<file path="src/rtl/rriot_bus_seq_if.sv">
// CPU-side 6502 bus pins of the RRIOT timer sequencer.
// master = CPU, slave = sequencer.
interface rriot_bus_seq_if;
    logic       phi2;
    logic       cs;
    logic       rw;
    logic [2:0] addr;
    logic [7:0] din;
    logic [7:0] dout;
    logic       dout_oe;
    logic       irq_n_pin;

    modport master (
        output phi2, cs, rw, addr, din,
        input  dout, dout_oe, irq_n_pin
    );

    modport slave (
        input  phi2, cs, rw, addr, din,
        output dout, dout_oe, irq_n_pin
    );
endinterface

</file>
<file path="src/rtl/rriot_bus_seq.sv">
// Turns asynchronous phi2/CS bus cycles into one clk-domain timer
// access per selected cycle, with read-back and IRQ pin drive.
module rriot_bus_seq #(
    parameter int SYNC_STAGES = 2,
    parameter int SETTLE_CYC  = 2
) (
    input  logic                  clk,
    input  logic                  rst_n,
    rriot_bus_seq_if.slave        bus,
    output logic [7:0]            abort_cnt,
    output logic                  tmr_we_n,
    output logic [2:0]            tmr_a,
    output logic [7:0]            tmr_di,
    input  logic [7:0]            tmr_do,
    input  logic                  tmr_irq_n
);

    typedef enum logic [2:0] {
        IDLE, SETUP, WRITE, READ, CAPT, HOLD, ABORT
    } state_t;

    localparam logic [3:0] LAST = 4'(SETTLE_CYC - 1);
    localparam logic [2:0] A_IDLE = 3'b001;

    logic [SYNC_STAGES-1:0] phi2_sync_q, phi2_sync_d;
    logic [SYNC_STAGES-1:0] cs_sync_q, cs_sync_d;
    logic [SYNC_STAGES-1:0] vld_sync_q, vld_sync_d;
    logic       phi2_dly_q, phi2_dly_d;
    logic       armed_q, armed_d;
    state_t     state_q, state_d;
    logic [3:0] cnt_q, cnt_d;
    logic       rw_q, rw_d;
    logic [7:0] dout_q, dout_d;
    logic       dout_oe_q, dout_oe_d;
    logic       irq_q, irq_d;
    logic [7:0] abort_q, abort_d;
    logic       we_n_q, we_n_d;
    logic [2:0] tmr_a_q, tmr_a_d;
    logic [7:0] tmr_di_q, tmr_di_d;

    logic phi2_s, cs_s, vld_s, rise;

    assign phi2_s = phi2_sync_q[SYNC_STAGES-1];
    assign cs_s   = cs_sync_q[SYNC_STAGES-1];
    assign vld_s  = vld_sync_q[SYNC_STAGES-1];
    // armed only after phi2 was genuinely seen low, so a phi2
    // still high across reset release is not taken as a rise
    assign rise   = phi2_s & ~phi2_dly_q & armed_q;

    always_comb begin
        phi2_sync_d = {phi2_sync_q[SYNC_STAGES-2:0], bus.phi2};
        cs_sync_d   = {cs_sync_q[SYNC_STAGES-2:0], bus.cs};
        vld_sync_d  = {vld_sync_q[SYNC_STAGES-2:0], 1'b1};
        phi2_dly_d  = phi2_s;
        armed_d     = armed_q | (vld_s & ~phi2_s);
        irq_d       = tmr_irq_n;
        state_d     = state_q;
        cnt_d       = cnt_q;
        rw_d        = rw_q;
        dout_d      = dout_q;
        dout_oe_d   = dout_oe_q;
        abort_d     = abort_q;
        tmr_a_d     = tmr_a_q;
        tmr_di_d    = tmr_di_q;

        unique case (state_q)
            IDLE: begin
                if (rise && cs_s) begin
                    rw_d    = bus.rw;
                    tmr_a_d = bus.addr;
                    cnt_d   = 4'd0;
                    state_d = SETUP;
                end
            end
            SETUP: begin
                if (!phi2_s) begin
                    state_d = ABORT;
                end else if (cnt_q == LAST) begin
                    state_d = rw_q ? READ : WRITE;
                end else begin
                    cnt_d = cnt_q + 4'd1;
                end
            end
            WRITE: state_d = HOLD;
            READ:  state_d = CAPT;
            CAPT: begin
                dout_d    = tmr_do;
                dout_oe_d = 1'b1;
                state_d   = HOLD;
            end
            HOLD: begin
                if (!phi2_s) begin
                    dout_oe_d = 1'b0;
                    state_d   = IDLE;
                end
            end
            ABORT: begin
                if (abort_q != 8'hFF) abort_d = abort_q + 8'd1;
                state_d = IDLE;
            end
            default: state_d = IDLE;
        endcase

        we_n_d = (state_d != WRITE);
        if (state_d == WRITE) tmr_di_d = bus.din;
        if (state_d == IDLE)  tmr_a_d  = A_IDLE;
    end

    always_ff @(posedge clk or negedge rst_n) begin
        if (!rst_n) begin
            phi2_sync_q <= '0;
            cs_sync_q   <= '0;
            vld_sync_q  <= '0;
            phi2_dly_q  <= 1'b0;
            armed_q     <= 1'b0;
            state_q     <= IDLE;
            cnt_q       <= 4'd0;
            rw_q        <= 1'b1;
            dout_q      <= 8'h00;
            dout_oe_q   <= 1'b0;
            irq_q       <= 1'b1;
            abort_q     <= 8'h00;
            we_n_q      <= 1'b1;
            tmr_a_q     <= A_IDLE;
            tmr_di_q    <= 8'h00;
        end else begin
            phi2_sync_q <= phi2_sync_d;
            cs_sync_q   <= cs_sync_d;
            vld_sync_q  <= vld_sync_d;
            phi2_dly_q  <= phi2_dly_d;
            armed_q     <= armed_d;
            state_q     <= state_d;
            cnt_q       <= cnt_d;
            rw_q        <= rw_d;
            dout_q      <= dout_d;
            dout_oe_q   <= dout_oe_d;
            irq_q       <= irq_d;
            abort_q     <= abort_d;
            we_n_q      <= we_n_d;
            tmr_a_q     <= tmr_a_d;
            tmr_di_q    <= tmr_di_d;
        end
    end

    assign bus.dout      = dout_q;
    assign bus.dout_oe   = dout_oe_q;
    assign bus.irq_n_pin = irq_q;
    assign abort_cnt     = abort_q;
    assign tmr_we_n      = we_n_q;
    assign tmr_a         = tmr_a_q;
    assign tmr_di        = tmr_di_q;

endmodule

</file>
<file path="src/flat_wrapper.sv">
// flat-port wrapper written by rule: the top's interface ports become plain ports
module rriot_bus_seq_flat 
#(
    parameter int SYNC_STAGES = 2,
    parameter int SETTLE_CYC  = 2
)
  (clk, rst_n, abort_cnt, tmr_we_n, tmr_a, tmr_di, tmr_do, tmr_irq_n, bus_phi2, bus_cs, bus_rw, bus_addr, bus_din, bus_dout, bus_dout_oe, bus_irq_n_pin);
  rriot_bus_seq_if bus_i ();
  input  logic clk;
  input  logic rst_n;
  output logic [7:0] abort_cnt;
  output logic tmr_we_n;
  output logic [2:0] tmr_a;
  output logic [7:0] tmr_di;
  input  logic [7:0] tmr_do;
  input  logic tmr_irq_n;
  input wire logic [$bits(bus_i.phi2)-1:0] bus_phi2;
  input wire logic [$bits(bus_i.cs)-1:0] bus_cs;
  input wire logic [$bits(bus_i.rw)-1:0] bus_rw;
  input wire logic [$bits(bus_i.addr)-1:0] bus_addr;
  input wire logic [$bits(bus_i.din)-1:0] bus_din;
  output wire logic [$bits(bus_i.dout)-1:0] bus_dout;
  output wire logic [$bits(bus_i.dout_oe)-1:0] bus_dout_oe;
  output wire logic [$bits(bus_i.irq_n_pin)-1:0] bus_irq_n_pin;
  assign bus_i.phi2 = bus_phi2;
  assign bus_i.cs = bus_cs;
  assign bus_i.rw = bus_rw;
  assign bus_i.addr = bus_addr;
  assign bus_i.din = bus_din;
  assign bus_dout = bus_i.dout;
  assign bus_dout_oe = bus_i.dout_oe;
  assign bus_irq_n_pin = bus_i.irq_n_pin;
  rriot_bus_seq #(.SYNC_STAGES(SYNC_STAGES), .SETTLE_CYC(SETTLE_CYC)) u_core (.clk(clk), .rst_n(rst_n), .bus(bus_i), .abort_cnt(abort_cnt), .tmr_we_n(tmr_we_n), .tmr_a(tmr_a), .tmr_di(tmr_di), .tmr_do(tmr_do), .tmr_irq_n(tmr_irq_n));
endmodule
</file>
<file path="config.mk">
export PLATFORM = sky130hd
export DESIGN_NAME = rriot_bus_seq_flat
export DESIGN_NICKNAME = d
export VERILOG_FILES = /design/src/rtl/rriot_bus_seq_if.sv /design/src/rtl/rriot_bus_seq.sv /design/src/flat_wrapper.sv
export SDC_FILE = /design/constraint.sdc
export NUM_CORES = 1
export LEC_CHECK = 0
export CAP_MARGIN = 30
export CORE_ASPECT_RATIO = 0.9
export CORE_MARGIN = 2
export CORE_UTILIZATION = 39
export CTS_CLUSTER_SIZE = 40
export DETAILED_ROUTE_END_ITERATION = 6
export GPL_TIMING_DRIVEN = 0
export PLACE_DENSITY = 0.68
export REMOVE_ABC_BUFFERS = 1
export SLEW_MARGIN = 5
export SYNTH_ARGS = -nofsm -noshare
export SYNTH_HDL_FRONTEND = slang
export SYNTH_SLANG_ARGS = --single-unit
export TNS_END_PERCENT = 50
</file>
<file path="constraint.sdc">
create_clock -name clk -period 5.4 [get_ports clk]
set_clock_uncertainty 0.05 [all_clocks]
set_input_delay 0.81 -clock clk [delete_from_list [all_inputs] [get_ports clk]]
set_output_delay 0.81 -clock clk [all_outputs]
set_load 0.05 [all_outputs]
</file>
==> summary.txt <==
Run status
  – Outcome: finished, final reports clean

Pwr
  – Max VDD drop: 0.000447 V
  – Gate power share: 49.6%
  – Total power: 1.48 mW
  – Switching share of power: 44.1%
  – Sw power: about 650 µW
  – P_leak: 1.08 nW
  – Internal power: 830 µW
  – Power Density: slightly below 600 nW/µm²
  – Flop pwr share: between 30 and 40%
  – Clock Power Share: 13.1%

Clock tree
  – CTS max path bufs: 2
  – H-tree levels: 2
  – CTS Hold Bufs: 0
  – Clock sinks: 46
  – Cts repair resizes: 0
  – Clk pin slew, worst setup/hold paths: 0.08 ns
  – Clk_lat worst skew: 0.29 ns
  – Setup Buffers After CTS: 0
  – CTS tree: done
  – Root Driver: clkbuf_8
  – CTS Buf Count: 5

Routing
  – Remaining antenna violation count after routing: 0
  – Pre-antenna DRT Iters: 4
  – Via count: 1306
  – DR WL/cell: 13.5 µm
  – Vias per inst: 4.93
  – Final wirelength: 3.58 mm
  – Drt drc: 0
  – First-iteration detailed-routing DRC count: 72

Critical path
  – CP Capture Type: output port
  – CP arrival: 1.62 ns
  – Buf+Inv Stages, Crit Path: 1
  – Crit Path Max Fanout: 2
  – Crit-path max cell delay: 0.79 ns
  – CP Cell Sequence: clkdlybuf4s50_1
  – Critical Path RT: ~4.5 ns
  – Critical-path top delay cell: clkdlybuf4s50_1
  – Critical path class: register to output port
  – Worst setup SP type: register
  – Top delay family on crit path: buffers and inverters

Logic synthesis
  – Yosys cell types: 36
  – Syn Inst Count: 144
  – Adder-Cell Fraction of Synth Area: 2.02%
  – Area share of the largest cell type after synthesis: 56.6%
  – Largest area contributor in the netlist: dfrtp_1
  – Simple logic cell fraction of the synthesized area: 13.3%
  – Post-Synth XOR/XNOR Area: 3.77%
  – Ys async rst share: 100%
  – Synth Warn #: 0
  – Main flop type after synthesis: dfrtp_1
  – Top area cells in the synthesized netlist: dfrtp_1, mux2_2, dfstp_2, nand2_1, ha_1
  – Commonest cells in the netlist: dfrtp_1, mux2_2, nand2_1, nand3_1, inv_1
  – Cell with the most instances after synthesis: dfrtp_1
  – Synth Register Bits: 46
  – Syn Area/Cell: 12.9 µm²
  – Mapped cell area: 1860 µm²
  – Multiplexer share of the synthesized area: 9.70%
  – Largest family of logic cells by synthesized area: simple AND/OR/NAND/NOR gates
  – Number of flops mapped to enable cells by yosys: 0
  – Compound-gate portion of the synthesized area: between 6 and 7%
  – Post-synthesis sequential area ratio: 62.2%

STA
  – Setup TNS: 0 ns
  – Fmax: 0.403 GHz
  – Relative slew slack: 62.6%
  – Worst slew pin tran: 0.560 ns
  – Final setup violation count: 0
  – Final Max Slew Viols: 0
  – Fin crit share: 45.9%
  – Fin crit period: 2.48 ns
  – Hold Fails Final Rpt: 0
  – RSZ-0062 raised after global routing: no

Job
  – Max-cap violation count: 0

Global route
  – Grt total ovfl: 0
  – GRT Overall Usage: 14.7%
  – Initial antenna violation count: 0
  – Vias in the first global route: 1292
  – Largest net degree at the start of global routing: 29
  – First-pass GRT wire length: 6.11 mm

Floorplanning
  – Core area: 4520 µm²
  – Die span in y: 69.5 µm
  – FP Rows: 23
  – Starting density of the core: between 40% and 50%
  – # IOs: 55
  – Die area: 5330 µm²
  – Die width: 76.8 µm

Placement
  – Post-DP HPWL: 2.65 mm
  – Buffers on Ports: 54
  – GPL Wtd Cong: slightly above 0.8

Final layout
  – Layout Nets: 231
  – Layout cells sized above 1: 15.8%
  – Area grow syn2layout: 37.0%
  – ANT cells: 0

Worst hold path
  – Hold Crit Class: register to register
final cells by class:
cell class              count  area [µm²]
clock buffers               5        68.8
clock inverters             2        10.0
fillers                   363        1970
inverters                   5        18.8
multi-input cells          90         659
flip-flops and latches     46        1160
well taps                  62        77.6
repair buffers             55         556
cells in the final DEF, fill, tap and decap left out:
cell type | synthesis | final
o21a_1 | 1 | 1
or3b_4 | 1 | 1
a21o_1 | 2 | 2
a211o_1 | 1 | 1
nand3_4 | 1 | 1
and3_1 | 1 | 1
mux2_2 | 16 | 16
nand4_1 | 3 | 3
dfrtp_1 | 42 | 42
nand2_1 | 16 | 16
nor4_4 | 1 | 1
clkbuf_8 | 0 | 5
or3_1 | 1 | 1
clkinv_2 | 0 | 2
dfstp_2 | 4 | 4
o31ai_1 | 1 | 1
a21oi_1 | 4 | 4
buf_2 | 1 | 1
nand4b_1 | 1 | 1
ha_1 | 3 | 3
buf_12 | 0 | 1
nand3b_1 | 1 | 1
o2111ai_1 | 1 | 1
a31oi_1 | 1 | 1
xor2_1 | 4 | 4
a2bb2oi_1 | 1 | 1
nand3_1 | 7 | 7
nand2b_1 | 1 | 1
o211ai_1 | 1 | 1
nor2b_1 | 2 | 2
o2111a_1 | 1 | 1
conb_1 | 1 | 1
nor2_1 | 4 | 4
inv_1 | 5 | 5
nor3_1 | 4 | 4
clkdlybuf4s50_1 | 0 | 53
xnor2_1 | 4 | 4
o21ai_0 | 4 | 4
worst paths after layout:
check | startpoint | endpoint | slack, ns | depth (start not counted)
setup / recovery | u_core.tmr_a[0] | tmr_a[0] | 2.92 | 1
hold / removal | u_core.vld_sync_q[0] | u_core.vld_sync_q[1] | 0.30 | 0
setup reg to reg | u_core.cnt_q[1] | u_core.tmr_di[5] | 3.44 | 6
hold reg to reg | u_core.vld_sync_q[0] | u_core.vld_sync_q[1] | 0.30 | 0
max in group asynchronous | rst_n | u_core.bus.irq_n_pin | 4.34 | 2
min in group asynchronous | rst_n | u_core.tmr_di[7] | 0.40 | 1
state kept, by name, summed over array words and instances, names as in the netlist:
register,cells
u_core.abort_cnt,8
u_core.armed_q,1
u_core.bus.dout,8
u_core.bus.dout_oe,1
u_core.bus.irq_n_pin,1
u_core.cnt_q,4
u_core.cs_sync_q,2
u_core.phi2_dly_q,1
u_core.phi2_sync_q,2
u_core.rw_q,1
u_core.state_q,3
u_core.tmr_a,3
u_core.tmr_di,8
u_core.tmr_we_n,1
u_core.vld_sync_q,2
per-stage QoR:
step	hold WS (ns)	area, µm²	instances	util [%]	setup WS [ns]
floorplan	0.281	1830	141	-	3.50
global placement	0.284	2450	257	54.3	2.37
detailed placement	0.285	2470	258	54.6	3.24
CTS	0.303	2550	265	56.4	2.91
global route	0.320	2550	265	56.4	2.88
finish	0.301	2550	265	56.4	2.92
worst reg2reg max path, stage by stage (launching register included):
cell and delay, ns:
dfrtp_1 0.42, inv_1 0.07, ha_1 0.12, or3b_4 0.41, nor4_4 0.26, nand3_4 0.19
mux2_2 0.32
cell families (layout without fill, tap and decap cells):
group / Yosys count / after routing
DFF: 46 / 46
and+or+nand+nor: 44 / 44
AOI/OAI and AO/OA: 18 / 18
muxes: 16 / 16
xor gates and xnor gates: 8 / 8
buffers and inverters: 8 / 67
adders and majority gates: 3 / 3
other: 1 / 1
power groups by stage:
stage	logic, mW	registers [mW]	clock network (mW)
finish	0.736	0.554	0.194
global route	0.777	0.573	0.216
CTS	0.744	0.554	0.202
detailed placement	0.741	0.560	0
global placement	0.724	0.547	0
floorplan	0.210	0.837	0
routing by layer:
metal	track usage, %	routed length, µm	up-vias
met5	0	0	-
met1	18.1	1580	639
met2	23.6	1700	44
met4	5.45	57	0
met3	5.34	243	7
li1	-	-	616
Power figures use the tool's default switching activity.
